[config.mk]
export PLATFORM = sky130hd
export DESIGN_NAME = alu_sequencer_flat
export DESIGN_NICKNAME = d
export VERILOG_FILES = /design/src/rtl/alu_sequencer_if.sv /design/src/rtl/alu_sequencer.sv /design/src/flat_wrapper.sv
export SDC_FILE = /design/constraint.sdc
export NUM_CORES = 1
export LEC_CHECK = 0
export CAP_MARGIN = 20
export CELL_PAD_IN_SITES_DETAIL_PLACEMENT = 1
export CELL_PAD_IN_SITES_GLOBAL_PLACEMENT = 1
export CORE_ASPECT_RATIO = 0.5
export CORE_MARGIN = 3
export CORE_UTILIZATION = 45
export CTS_CLUSTER_SIZE = 28
export DETAILED_ROUTE_END_ITERATION = 8
export MAX_ROUTING_LAYER = met4
export PLACE_DENSITY = 0.88
export RECOVER_POWER = 25
export SLEW_MARGIN = 20
export SYNTH_ARGS = -nofsm -noshare
export SYNTH_HDL_FRONTEND = slang
export SYNTH_SLANG_ARGS = --single-unit
export TNS_END_PERCENT = 10
[constraint.sdc]
create_clock -name clk -period 4.85 [get_ports clk]
set_input_delay 1.2125 -clock clk [delete_from_list [all_inputs] [get_ports clk]]
set_output_delay 1.2125 -clock clk [all_outputs]
set_load 0.005 [all_outputs]
[src/rtl/alu_sequencer_if.sv]
// Command, ALU and response signals of the ALU sequencer.
// The sequencer takes the slave view; the requester plus ALU take the master view.
interface alu_sequencer_if;
  logic       cmd_valid;
  logic       cmd_ready;
  logic       cmd_load;
  logic [2:0] cmd_op;
  logic [1:0] cmd_rd;
  logic [1:0] cmd_rs;
  logic       cmd_use_imm;
  logic [3:0] cmd_imm;
  logic       alu_en;
  logic [2:0] alu_opcode;
  logic [3:0] alu_in_1;
  logic [3:0] alu_in_2;
  logic [3:0] alu_out;
  logic       res_valid;
  logic       res_ready;
  logic [3:0] res_data;

  modport slave (
    input  cmd_valid, cmd_load, cmd_op, cmd_rd, cmd_rs, cmd_use_imm, cmd_imm,
    output cmd_ready,
    output alu_en, alu_opcode, alu_in_1, alu_in_2,
    input  alu_out,
    output res_valid, res_data,
    input  res_ready
  );

  modport master (
    output cmd_valid, cmd_load, cmd_op, cmd_rd, cmd_rs, cmd_use_imm, cmd_imm,
    input  cmd_ready,
    input  alu_en, alu_opcode, alu_in_1, alu_in_2,
    output alu_out,
    input  res_valid, res_data,
    output res_ready
  );
endinterface

[src/rtl/alu_sequencer.sv]
// Sequencer owning a 4x4-bit register file: accepts a command, drives the ALU
// for one ISSUE cycle plus ALU_LATENCY WAIT cycles, writes back and returns the result.
module alu_sequencer #(
  parameter int ALU_LATENCY = 1
) (
  input  logic           clk,
  input  logic           rst_n,
  input  logic           ena,
  alu_sequencer_if.slave bus
);
  typedef enum logic [1:0] {IDLE, ISSUE, WAIT, RESP} state_t;

  localparam logic [2:0] WAIT_INIT = 3'(ALU_LATENCY - 1);

  state_t     state_q;
  logic [3:0] regs_q [4];
  logic [1:0] rd_q;
  logic [2:0] cnt_q;
  logic       cmd_ready_q;
  logic       alu_en_q;
  logic       res_valid_q;
  logic [2:0] alu_opcode_q;
  logic [3:0] alu_in_1_q;
  logic [3:0] alu_in_2_q;
  logic [3:0] res_data_q;
  logic [3:0] in_2_d;
  logic       accept_d;

  assign in_2_d   = bus.cmd_use_imm ? bus.cmd_imm : regs_q[bus.cmd_rs];
  assign accept_d = bus.cmd_valid & cmd_ready_q;

  assign bus.cmd_ready  = cmd_ready_q;
  // A frozen sequencer must not let the ALU advance.
  assign bus.alu_en     = alu_en_q & ena;
  assign bus.alu_opcode = alu_opcode_q;
  assign bus.alu_in_1   = alu_in_1_q;
  assign bus.alu_in_2   = alu_in_2_q;
  assign bus.res_valid  = res_valid_q;
  assign bus.res_data   = res_data_q;

  always_ff @(posedge clk or negedge rst_n) begin
    if (!rst_n) begin
      state_q      <= IDLE;
      for (int i = 0; i < 4; i++) regs_q[i] <= 4'd0;
      rd_q         <= 2'd0;
      cnt_q        <= 3'd0;
      cmd_ready_q  <= 1'b0;
      alu_en_q     <= 1'b0;
      res_valid_q  <= 1'b0;
      alu_opcode_q <= 3'd0;
      alu_in_1_q   <= 4'd0;
      alu_in_2_q   <= 4'd0;
      res_data_q   <= 4'd0;
    end else if (ena) begin
      case (state_q)
        IDLE: begin
          cmd_ready_q <= 1'b1;
          if (accept_d) begin
            cmd_ready_q <= 1'b0;
            rd_q        <= bus.cmd_rd;
            if (bus.cmd_load) begin
              regs_q[bus.cmd_rd] <= bus.cmd_imm;
              res_data_q         <= bus.cmd_imm;
              res_valid_q        <= 1'b1;
              state_q            <= RESP;
            end else begin
              // Operands are snapshotted here, so rd == rs sees the old value twice.
              alu_opcode_q <= bus.cmd_op;
              alu_in_1_q   <= regs_q[bus.cmd_rd];
              alu_in_2_q   <= in_2_d;
              alu_en_q     <= 1'b1;
              state_q      <= ISSUE;
            end
          end
        end
        ISSUE: begin
          cnt_q   <= WAIT_INIT;
          state_q <= WAIT;
        end
        WAIT: begin
          if (cnt_q == 3'd0) begin
            regs_q[rd_q] <= bus.alu_out;
            res_data_q   <= bus.alu_out;
            alu_en_q     <= 1'b0;
            res_valid_q  <= 1'b1;
            state_q      <= RESP;
          end else begin
            cnt_q <= cnt_q - 3'd1;
          end
        end
        RESP: begin
          if (bus.res_ready) begin
            res_valid_q <= 1'b0;
            cmd_ready_q <= 1'b1;
            state_q     <= IDLE;
          end
        end
        default: state_q <= IDLE;
      endcase
    end
  end
endmodule

[src/flat_wrapper.sv]
// flat-port wrapper written by rule: the top's interface ports become plain ports
module alu_sequencer_flat 
#(
  parameter int ALU_LATENCY = 1
)
  (clk, rst_n, ena, bus_cmd_valid, bus_cmd_load, bus_cmd_op, bus_cmd_rd, bus_cmd_rs, bus_cmd_use_imm, bus_cmd_imm, bus_cmd_ready, bus_alu_en, bus_alu_opcode, bus_alu_in_1, bus_alu_in_2, bus_alu_out, bus_res_valid, bus_res_data, bus_res_ready);
  alu_sequencer_if bus_i ();
  input  logic clk;
  input  logic rst_n;
  input  logic ena;
  input wire logic [$bits(bus_i.cmd_valid)-1:0] bus_cmd_valid;
  input wire logic [$bits(bus_i.cmd_load)-1:0] bus_cmd_load;
  input wire logic [$bits(bus_i.cmd_op)-1:0] bus_cmd_op;
  input wire logic [$bits(bus_i.cmd_rd)-1:0] bus_cmd_rd;
  input wire logic [$bits(bus_i.cmd_rs)-1:0] bus_cmd_rs;
  input wire logic [$bits(bus_i.cmd_use_imm)-1:0] bus_cmd_use_imm;
  input wire logic [$bits(bus_i.cmd_imm)-1:0] bus_cmd_imm;
  output wire logic [$bits(bus_i.cmd_ready)-1:0] bus_cmd_ready;
  output wire logic [$bits(bus_i.alu_en)-1:0] bus_alu_en;
  output wire logic [$bits(bus_i.alu_opcode)-1:0] bus_alu_opcode;
  output wire logic [$bits(bus_i.alu_in_1)-1:0] bus_alu_in_1;
  output wire logic [$bits(bus_i.alu_in_2)-1:0] bus_alu_in_2;
  input wire logic [$bits(bus_i.alu_out)-1:0] bus_alu_out;
  output wire logic [$bits(bus_i.res_valid)-1:0] bus_res_valid;
  output wire logic [$bits(bus_i.res_data)-1:0] bus_res_data;
  input wire logic [$bits(bus_i.res_ready)-1:0] bus_res_ready;
  assign bus_i.cmd_valid = bus_cmd_valid;
  assign bus_i.cmd_load = bus_cmd_load;
  assign bus_i.cmd_op = bus_cmd_op;
  assign bus_i.cmd_rd = bus_cmd_rd;
  assign bus_i.cmd_rs = bus_cmd_rs;
  assign bus_i.cmd_use_imm = bus_cmd_use_imm;
  assign bus_i.cmd_imm = bus_cmd_imm;
  assign bus_cmd_ready = bus_i.cmd_ready;
  assign bus_alu_en = bus_i.alu_en;
  assign bus_alu_opcode = bus_i.alu_opcode;
  assign bus_alu_in_1 = bus_i.alu_in_1;
  assign bus_alu_in_2 = bus_i.alu_in_2;
  assign bus_i.alu_out = bus_alu_out;
  assign bus_res_valid = bus_i.res_valid;
  assign bus_res_data = bus_i.res_data;
  assign bus_i.res_ready = bus_res_ready;
  alu_sequencer #(.ALU_LATENCY(ALU_LATENCY)) u_core (.clk(clk), .rst_n(rst_n), .ena(ena), .bus(bus_i));
endmodule
== Word-level counts from Yosys, hierarchy flattened ==
Index checks and enable logic that the tools add are counted.

* Output and inout bits: 18
* Bits in registers: 41
* Word-level logic and storage cells: 91
* Bits of input ports: 22

* Bitwise logic cells: 6
* Multiplexer cells: 40
* Add/sub/neg operators: 1
* Equal/unequal tests: 9
* Reductions and logical operators: 16
* Order comparisons: 5

{| class="wikitable"
|+ Operator list
! kind !! number
|-
| $mux 16 || 3
|-
| $mux 4 || 10
|-
| $bwmux 16 || 2
|-
| $pmux 16 s2 || 1
|-
| $bmux 4 s2 || 2
|-
| $demux 4 s2 || 2
|-
| $reduce_and 5->1 || 2
|-
| $ge 3x3->1 const B || 3
|-
| $mux 1 || 9
|-
| $not 2->3 || 3
|-
| $reduce_and 3->1 || 3
|-
| $mux 2 || 4
|-
| $ne 2x2->1 const B || 4
|-
| $pmux 2 s4 || 1
|-
| $pmux 4 s2 || 1
|-
| $reduce_and 4->1 || 2
|-
| $lt 3x1->1 const B || 2
|-
| $pmux 3 s2 || 1
|-
| $reduce_and 6->1 || 1
|-
| $reduce_bool 2->1 || 3
|-
| $eq 2x2->1 const B || 2
|-
| $ne 2x1->1 const B || 2
|-
| $pmux 1 s2 || 2
|-
| $logic_not 3->1 || 1
|-
| other kinds (9) || 11
|}

== Depth between registers and ports, before layout ==
* Depth after elaboration: 9
* Mapped depth: 7
* Gate-level depth less buffers: 6

== Worst setup path after synthesis ==
No wires, ideal clock.

* Path type: input to output
* Start point: input ena
* End point: output bus_alu_en
* Slack: 2.234 ns
* Arrival time: 1.404 ns
* Stages on the path: 2
* Required time: 3.638 ns
* Path buffers: 0
* Cells stage by stage: inv_1 -> nor2_1

* Longest elaborated chain between the ends: 1

{| class="wikitable"
|+ Ends and longest elaborated chain
! what !! RTL line !! RTL
|-
| start, declared || flat_wrapper.sv:10 || <nowiki>input logic ena;</nowiki>
|-
| $and 1x1->1 || alu_sequencer.sv:34 || <nowiki>assign bus.alu_en = alu_en_q & ena;</nowiki>
|-
| end, declared || flat_wrapper.sv:19 || <nowiki>output wire logic [$bits(bus_i.alu_en)-1:0] bus_alu_en;</nowiki>
|}

No other way between the ends.

== Worst setup path in the final report ==
Same ends and word-level chain as after synthesis.

==> out/qor.csv <==
stage,metric,value,unit
setup_path,"critical path, cell by cell","clkdlybuf4s50_1, inv_1, nor2_1, clkdlybuf4s50_1",
sta,Worst Tran Pin Value,2.17,ns
finish,fraction of layout instances using a drive strength above 1,0.215,
grt,largest net degree at the start of global routing,42,
power,Power Dens Cells,554,mW/mm^2
floorplanning,core footprint,0.00472,sq mm
routing,Vias per Instance,5.69,
routing,DRC Markers,0,
sta,Final setup viols,0,
yosys,Syn Inst Count,206,
finish,Final nets,275,
status,status,finished with violations,
floorplanning,# IOs,40,
cts,TritonCTS clock tree,yes,
job,max cap viols,1,
grt,number of global-route vias before repair,1890,
power,VDD IR max,0.239,mV
yosys,"area leader, netlist",dfrtp_1,
yosys,synth top area cells,"dfrtp_1 (44%), mux2_2 (8.6%), mux4_2 (7.6%), mux2_4 (5.1%), nand2_1 (4.1%)",
yosys,Yosys top cell area share,0.435,
sta,fraction of the cycle the final worst path needs,0.778,
yosys,register area share after synthesis,0.435,
routing,Starting DRT DRC Count,53,
setup_path,kind of critical path,in2out,
setup_path,worst path arrival time,2.56,ns
routing,final wirelength,5.75,mm
yosys,syn nets,235,
sta,Worst Skew,0.00499,ns
power,Total Power,1.61,mW
yosys,Most used DFF post-synth,dfrtp_1,
status,failing checks,"max-capacitance violations, max-slew violations",
floorplanning,die area,0.00620,sq mm
cts,clk sink count,41,
cts,CTS resizes,0,
cts,"Clk Latency, worst-skew pair",0.30,ns
grt,antenna violations before repair,0,
finish,# diodes,0,
setup_path,Critical Path Source Type,input pin,
placed_design,Final GP Congestion,0.831,
cts,"Reg clk slew, reported paths",0.07,ns
placed_design,Detailed Place HPWL,4.41,mm
placed_design,dpl cell area,0.00279,sq mm
sta,Peak Freq,0.265,GHz
grt,first-pass GRT wire length,9.50,mm
yosys,leading post-synthesis cells by instance count,"dfrtp_1 (41), nand2_1 (26), mux2_2 (18)",
sta,RSZ-0062 raised after global routing,no,
sta,Slew Limit Fails,42,
sta,Setup TNS,0,ns
cts,hold-fix buffers at CTS,0,
setup_path,crit-path max FO,7,
yosys,synthesized area,0.00236,sq mm
cts,post-CTS setup buffers,0,
sta,final hold viol count,0,
cts,total number of H-tree levels,2,
yosys,Synth warnings,0,
floorplanning,die width,108,um
setup_path,Worst setup EP type,output port,
routing,TritonRoute pass-1 iters,4,
finish,fin cells,313,
placed_design,placed cell count,305,
setup_path,"Data required, critical path",3.64,ns
sta,Period minus WS final,3.77,ns
finish,area grow syn2layout,23.6,%
setup_path,Worst path most repeated cell,clkdlybuf4s50_1,
floorplanning,Cell Rows,17,
sta,Relative slew margins,-0.446,
yosys,most frequent cell after synthesis,dfrtp_1,
setup_path,Worst path slowest cell,clkdlybuf4s50_1,
cts,Longest Clk Path Bufs,2,
placed_design,PortBufs,39,
yosys,number of flops mapped to enable cells by yosys,0,
grt,"Remaining Overflow, GRT",0,
power,leakage,1.27,nW
hold_path,worst hold path class,reg2reg,
yosys,Mapped Avg Cell Area,11.4,sq um
floorplanning,Initial Utilization,0.499,
routing,via count,1781,
grt,GRT Util Overall,0.210,
sta,Final Hold Slack,0.505,ns
yosys,#FFs+latches synth,41,
routing,Antenna Nets Post-Route,0,
finish,final instance area,0.00291,sq mm
yosys,asr flop ratio synth,1.00,
cts,Num CTS Buffers,5,
setup_path,crit-path max cell delay,0.58,ns
cts,Clock Root Buffer,clkbuf_8,
floorplanning,Die Span Y,57.2,um
yosys,Netlist cell types,35,
routing,post-DR wirelength/cell,18.4,um
[path summary, 6_finish.rpt]
kind	slack, ns	end	cells after the start	from
min in group asynchronous	1.54	u_core.bus.cmd_ready	1	rst_n
min	0.51	u_core.cnt_q[1]	1	u_core.cnt_q[1]
max	1.08	bus_alu_en	4	ena
max reg2reg	1.69	u_core.regs_q[12]	6	u_core.state_q[0]
max in group asynchronous	2.08	u_core.bus.alu_in_1[0]	1	rst_n
min reg2reg	0.51	u_core.cnt_q[1]	1	u_core.cnt_q[1]
[where the power goes]
| group | total, mW | internal [mW] | switching (mW) | leakage (nW) |
|---|---|---|---|---|
| clock network | 0.289 | 0.167 | 0.122 | 0.0574 |
| registers | 0.569 | 0.472 | 0.0963 | 0.523 |
| logic | 0.756 | 0.385 | 0.371 | 0.686 |
| total | 1.61 | 1.03 | 0.589 | 1.27 |
[cell families (layout without fill, tap and decap cells)]
logic type | after synthesis | count (layout) | synth area share
mux | 39 | 39 | 0.235
flops | 41 | 41 | 0.435
simple gates | 58 | 58 | 0.118
fa+ha+maj | 7 | 7 | 0.0372
compound gates | 45 | 45 | 0.144
buf+inv | 16 | 57 | 0.0308
[cell type report]
type | count | area (sq um)
Timing Repair Buffer | 40 | 392
Multi-Input combinational cell | 149 | 1260
Inverter | 9 | 33.8
Clock inverter | 2 | 37.5
Clock buffer | 6 | 82.6
Sequential cell | 41 | 1030
Fill cell | 507 | 1810
Tap cell | 66 | 82.6
[registers in the layout (all words and copies together), names as in the netlist]
name,flops
u_core.alu_en_q,1
u_core.bus.alu_in_1,4
u_core.bus.alu_in_2,4
u_core.bus.alu_opcode,3
u_core.bus.cmd_ready,1
u_core.bus.res_data,4
u_core.bus.res_valid,1
u_core.cnt_q,3
u_core.rd_q,2
u_core.regs_q,16
u_core.state_q,2
[worst max-delay path, delay by kind of cell]
kind          cells  cell delay [ns]
simple gates      1             0.12
buf+inv           3             1.23
[metrics by stage]
| stage | worst slack [ns] | util |
|---|---|---|
| floorplan | 2.23 | - |
| global placement | 1.08 | 0.592 |
| detailed placement | 1.08 | 0.592 |
| CTS | 1.07 | 0.617 |
| global route | 0.976 | 0.617 |
| finish | 1.08 | 0.617 |
[metal layers]
metal,GRT usage,share of wire,up-vias
met4,0.0719,0.017,0
met1,0.257,0.45,905
met2,0.351,0.49,40
li1,-,-,827
met3,0.0441,0.046,9
met5,-,0,-
[cell usage in the layout, fill, tap and decap left out, drive strengths merged, types with 2 or more instances in the layout]
cell	n
a2111oi	2
nor3b	2
nor2b	2
nand2b	4
a32o	4
o21ai	21
inv	9
nand4	2
mux4	8
clkdlybuf4s50	38
mux2	26
mux2i	5
dfrtp	41
a22o	2
nor2	16
a21oi	8
nand2	26
clkbuf	7
ha	7
a31oi	5
Power figures use the tool's default switching activity.
==> patch 1, RTL diff (same flow settings) <==
Make the reset (`rst_n`) synchronous in one clocked block.
--- a/src/rtl/alu_sequencer.sv
+++ b/src/rtl/alu_sequencer.sv
@@ -38,7 +38,7 @@
   assign bus.res_valid  = res_valid_q;
   assign bus.res_data   = res_data_q;
 
-  always_ff @(posedge clk or negedge rst_n) begin
+  always_ff @(posedge clk) begin
     if (!rst_n) begin
       state_q      <= IDLE;
       for (int i = 0; i < 4; i++) regs_q[i] <= 4'd0;
Behaviour: differs if rst_n is asserted again (counterexample within 4 cycles, from zero or initial values and one cycle with rst_n low); with rst_n held inactive, the same outputs for 4 cycles.
==> patch 1 against the original RTL <==
  * Non-clock buffer count unchanged
  * Critical path type unchanged
  * Synthesized area fell by 8.2%
  * Cell area down 7.2%
  * Setup slack got worse by 0.16 ns
  * Sequential cell count stayed put
  * Count of clock-buffer cells in the layout unchanged
  * Synthesized cell count up 7.8%
  * Wire length up 5.6%
Power is not compared: it rests on default switching activity, and its combinational part moved more than twofold at a synthesized area within 25%.
==> patch 1: results (changes against the original RTL) <==
| Metric | Value |
|---|---|
| First-pass GRT wire length | 9570 um (+0.73%) |
| Critical Path Slowest Stage Cell | dlygate4sd3_1 |
| Skew final | 0.00852 ns (+0.00353 ns) |
| Status | finished clean |
| Yosys cell types | 39 (+11%) |
| Post-synthesis mux area share | 12.0% (-11 points) |
| Overall routed net length | 6070 um (+5.6%) |
| Global-route usage over all layers | 22.7% (+1.7 points) |
| Compound-Gate Fraction of Synth Area | 14.9% (+0.53 points) |
| CP Max Fanout | 13 (+6) |
| Area contributors post-synth | dfxtp_1, edfxtp_1, mux4_2 |
| Placed Area | 2590 um^2 (-7.2%) |
| Dpl hpwl | 4600 um (+4.1%) |
| Register Area | 981 um^2 (-4.4%) |
| Crit-path max cell delay | 0.80 ns (+0.22 ns) |
| #MultiIn Comb | 159 (+6.7%) |
| Met3 Use GR | 4.75% (+0.34 points) |
| Slew Limit Headroom | 40.3% (+85 points) |
| Post-Synth Adder-Cell Area | 4.62% (+0.91 points) |
| Post-synth top flop | dfxtp_1 |
| Pin count of the biggest net entering global routing | 23 (-45%) |
| Post-Layout Cell Count | 325 (+3.8%) |
| Register area share after synthesis | 45.3% (+1.8 points) |
| Placed Cells incl. Taps | 317 (+3.9%) |
| EDFF count, synth | 16 (+16) |
| Nonclk inv count | 11 (+2) |
| DR WL met3 | 216 um (-18%) |
| Gp weighted congestion | 0.782 (-5.8%) |
| Synth top cells by count | nand2_1, dfxtp_1, nor2_1, edfxtp_1, a21oi_1 |
## patch 1: cell types whose count changed after synthesis, sizes merged, moves of 8 or more
cell	before	now
dfxtp	0	25
edfxtp	0	16
a21oi	8	16
o21ai	21	12
dfrtp	41	0
mux2	26	0
## patch 1: power groups by stage
stage / Clock [mW] / Sequential, mW / Combinational (mW)
detailed placement: 0 / 0.397 / 0.153
global route: 0.299 / 0.391 / 0.169
global placement: 0 / 0.395 / 0.146
floorplan: 0 / 0.393 / 0.0924
finish: 0.279 / 0.389 / 0.153
CTS: 0.282 / 0.389 / 0.156
## patch 1: path summary, 6_finish.rpt
check,from,end,slack (ns),cells after the start
setup / recovery,ena,bus_alu_en,0.92,3
hold / removal,u_core.bus.alu_opcode[2],u_core.bus.alu_opcode[2],0.46,2
setup reg to reg,u_core.state_q[0],u_core.regs_q[1][0],2.26,6
hold reg to reg,u_core.bus.alu_opcode[2],u_core.bus.alu_opcode[2],0.46,2
==> patch 2, RTL diff (same settings) <==
Without the edit above. Encoding of `state_t`: now one-hot (4 bits for 4 states).
--- a/src/rtl/alu_sequencer.sv
+++ b/src/rtl/alu_sequencer.sv
@@ -8,7 +8,7 @@
   input  logic           ena,
   alu_sequencer_if.slave bus
 );
-  typedef enum logic [1:0] {IDLE, ISSUE, WAIT, RESP} state_t;
+  typedef enum logic [3:0] {IDLE = 4'b0001, ISSUE = 4'b0010, WAIT = 4'b0100, RESP = 4'b1000} state_t;
 
   localparam logic [2:0] WAIT_INIT = 3'(ALU_LATENCY - 1);
 
Behaviour: same outputs for any inputs over 4 cycles, from zero or initial values and one cycle with rst_n low; so few cycles prove little.
==> patch 2 against the original RTL <==
  * The run still ends with max-capacitance violations, max-slew violations left
  * Sequential cell count rose by 2
  * Combinational power fell by 20%
  * First-iteration DRC count rose by 150%
  * Utilization fell by 2.8 points
  * Wire length rose by 4.8%
  * Clock skew rose by 0.0012 ns
  * Synthesized area rose by 5.8%
  * Total power fell by 5.6%
  * Fmax rose by 0.69%
  * Setup slack improved by 0.026 ns
  * Via count rose by 4.0%
  * Cell area rose by 3.8%
  * Critical path type unchanged
  * Largest cell class unchanged
  * Highest routed layer unchanged
==> patch 2: results (changes against the original RTL) <==
| Metric | Value |
|---|---|
| Starting DRC count in detailed routing | 130 (+150%) |
| Worst slack, placed | 1.10 ns (+0.0233 ns) |
| Overall routed net length | 6020 um (+4.8%) |
| Wire length per cell | 19.2 um (+4.5%) |
| R2r startpoint | u_core.state_q[0] |
| Violated checks | max-capacitance violations, max-slew violations |
| Crit-path max cell delay | 0.65 ns (+0.07 ns) |
| Max Clk Rate | 267 MHz (+0.69%) |
| Hold Path Cell Cnt | 2 (+1) |
| Fill count | 546 (+7.7%) |
| Gp weighted congestion | 0.866 (+4.2%) |
| DRT Pass-1 Iters | 4 (unchanged) |
| Syn_nets | 233 (-0.85%) |
| CP Max Fanout | 9 (+2) |
| Skew final | 0.00618 ns (+0.00119 ns) |
| VDD IR max | 0.189 mV (-21%) |
| Slew Limit Headroom | -51.6% (-6.9 points) |
| CP Data Arrival Time | 2.53 ns (-0.03 ns) |
| Most flops, register | u_core.regs_q |
| Global-route usage over all layers | 20.4% (-0.61 points) |
| Pwr/cell area | 504 nW/um^2 (-9.1%) |
| Min-delay src | u_core.bus.alu_in_2[0] |
| Final Slew Violations | 44 (+4.8%) |
| First-pass GRT wire length | 10100 um (+6.2%) |
| Share of cells above drive strength 1 | 22.1% (+0.67 points) |
| Routed vias | 1852 (+4.0%) |
| Yosys cell types | 46 (+31%) |
| Status | finished with violations |
| Layout net count | 267 (-2.9%) |
| Dpl hpwl | 4470 um (+1.2%) |
| Area contributors post-synth | dfrtp_1, mux2_2, mux4_2 |
| EDFF count, synth | 0 (unchanged) |
| Register area share after synthesis | 43.2% (-0.32 points) |
| Leakage | 1.23 nW (-2.5%) |
| Pin count of the biggest net entering global routing | 44 (+4.8%) |
| Hold WC Path Type | register to register |
| Critical Path Slowest Stage Cell | clkdlybuf4s50_1 |
| Hold violation count in the final report | 0 (unchanged) |
| Placed Area | 2910 um^2 (+4.1%) |
| Max-Cap Viols | 1 (unchanged) |
[patch 2: cell count changes in the layout (fill, tap and decap cells not counted), moves of 5 or more]
cell       delta
nand2_1       -5
a21oi_1       -6
nor2_1       -13
o21ai_0       -5
ha_1          -5
o2bb2ai_1    +17
a31oi_1       -5
[patch 2: cell families (layout without fill, tap and decap cells)]
family | after synthesis | in the layout | share of synthesized area, %
multiplexers | 42 | 42 | 22.9
flip-flops | 43 | 43 | 43.2
adder cells (fa/ha/maj) | 2 | 2 | 1.00
AND/OR/NAND/NOR | 59 | 59 | 13.2
buffers and inverters | 18 | 53 | 3.66
AO/OA/AOI/OAI | 45 | 45 | 16.0
[patch 2: area by class of cell]
cell class,instances,area share (%)
clock inverter,2,1.16
inverter,5,0.621
clock buffer,6,2.73
tap,70,2.90
timing repair buffer,40,12.9
multi-input combinational,148,44.0
sequential,43,35.6
[patch 2: where the power goes]
| group | switching [mW] | internal, mW |
|---|---|---|
| logic | 0.256 | 0.349 |
| clock network | 0.119 | 0.167 |
| registers | 0.129 | 0.503 |
[patch 2: worst paths after layout]
path | end | slack, ns
worst min-delay path | u_core.bus.alu_in_2[0] | 0.48
worst max-delay path | bus_alu_en | 1.10
max in group asynchronous | u_core.alu_en_q | 1.97
worst max register to register | u_core.bus.alu_opcode[1] | 2.39
min in group asynchronous | u_core.regs_q[15] | 1.59
worst min register to register | u_core.bus.alu_in_2[0] | 0.48
[patch 2: worst reg2reg max path: cells and delay by family (launching register included)]
family	cells	cell delay, ns
multiplexers	1	0.54
flip-flops	1	0.64
AND/OR/NAND/NOR	2	1.17
[patch 2: routing by layer]
layer	track usage [%]	part of all wire, %	up-vias
met2	33.5	46	46
met1	27.0	47	945
met4	5.03	1.0	0
met3	3.59	5.2	7
met5	-	0	-
li1	-	-	854
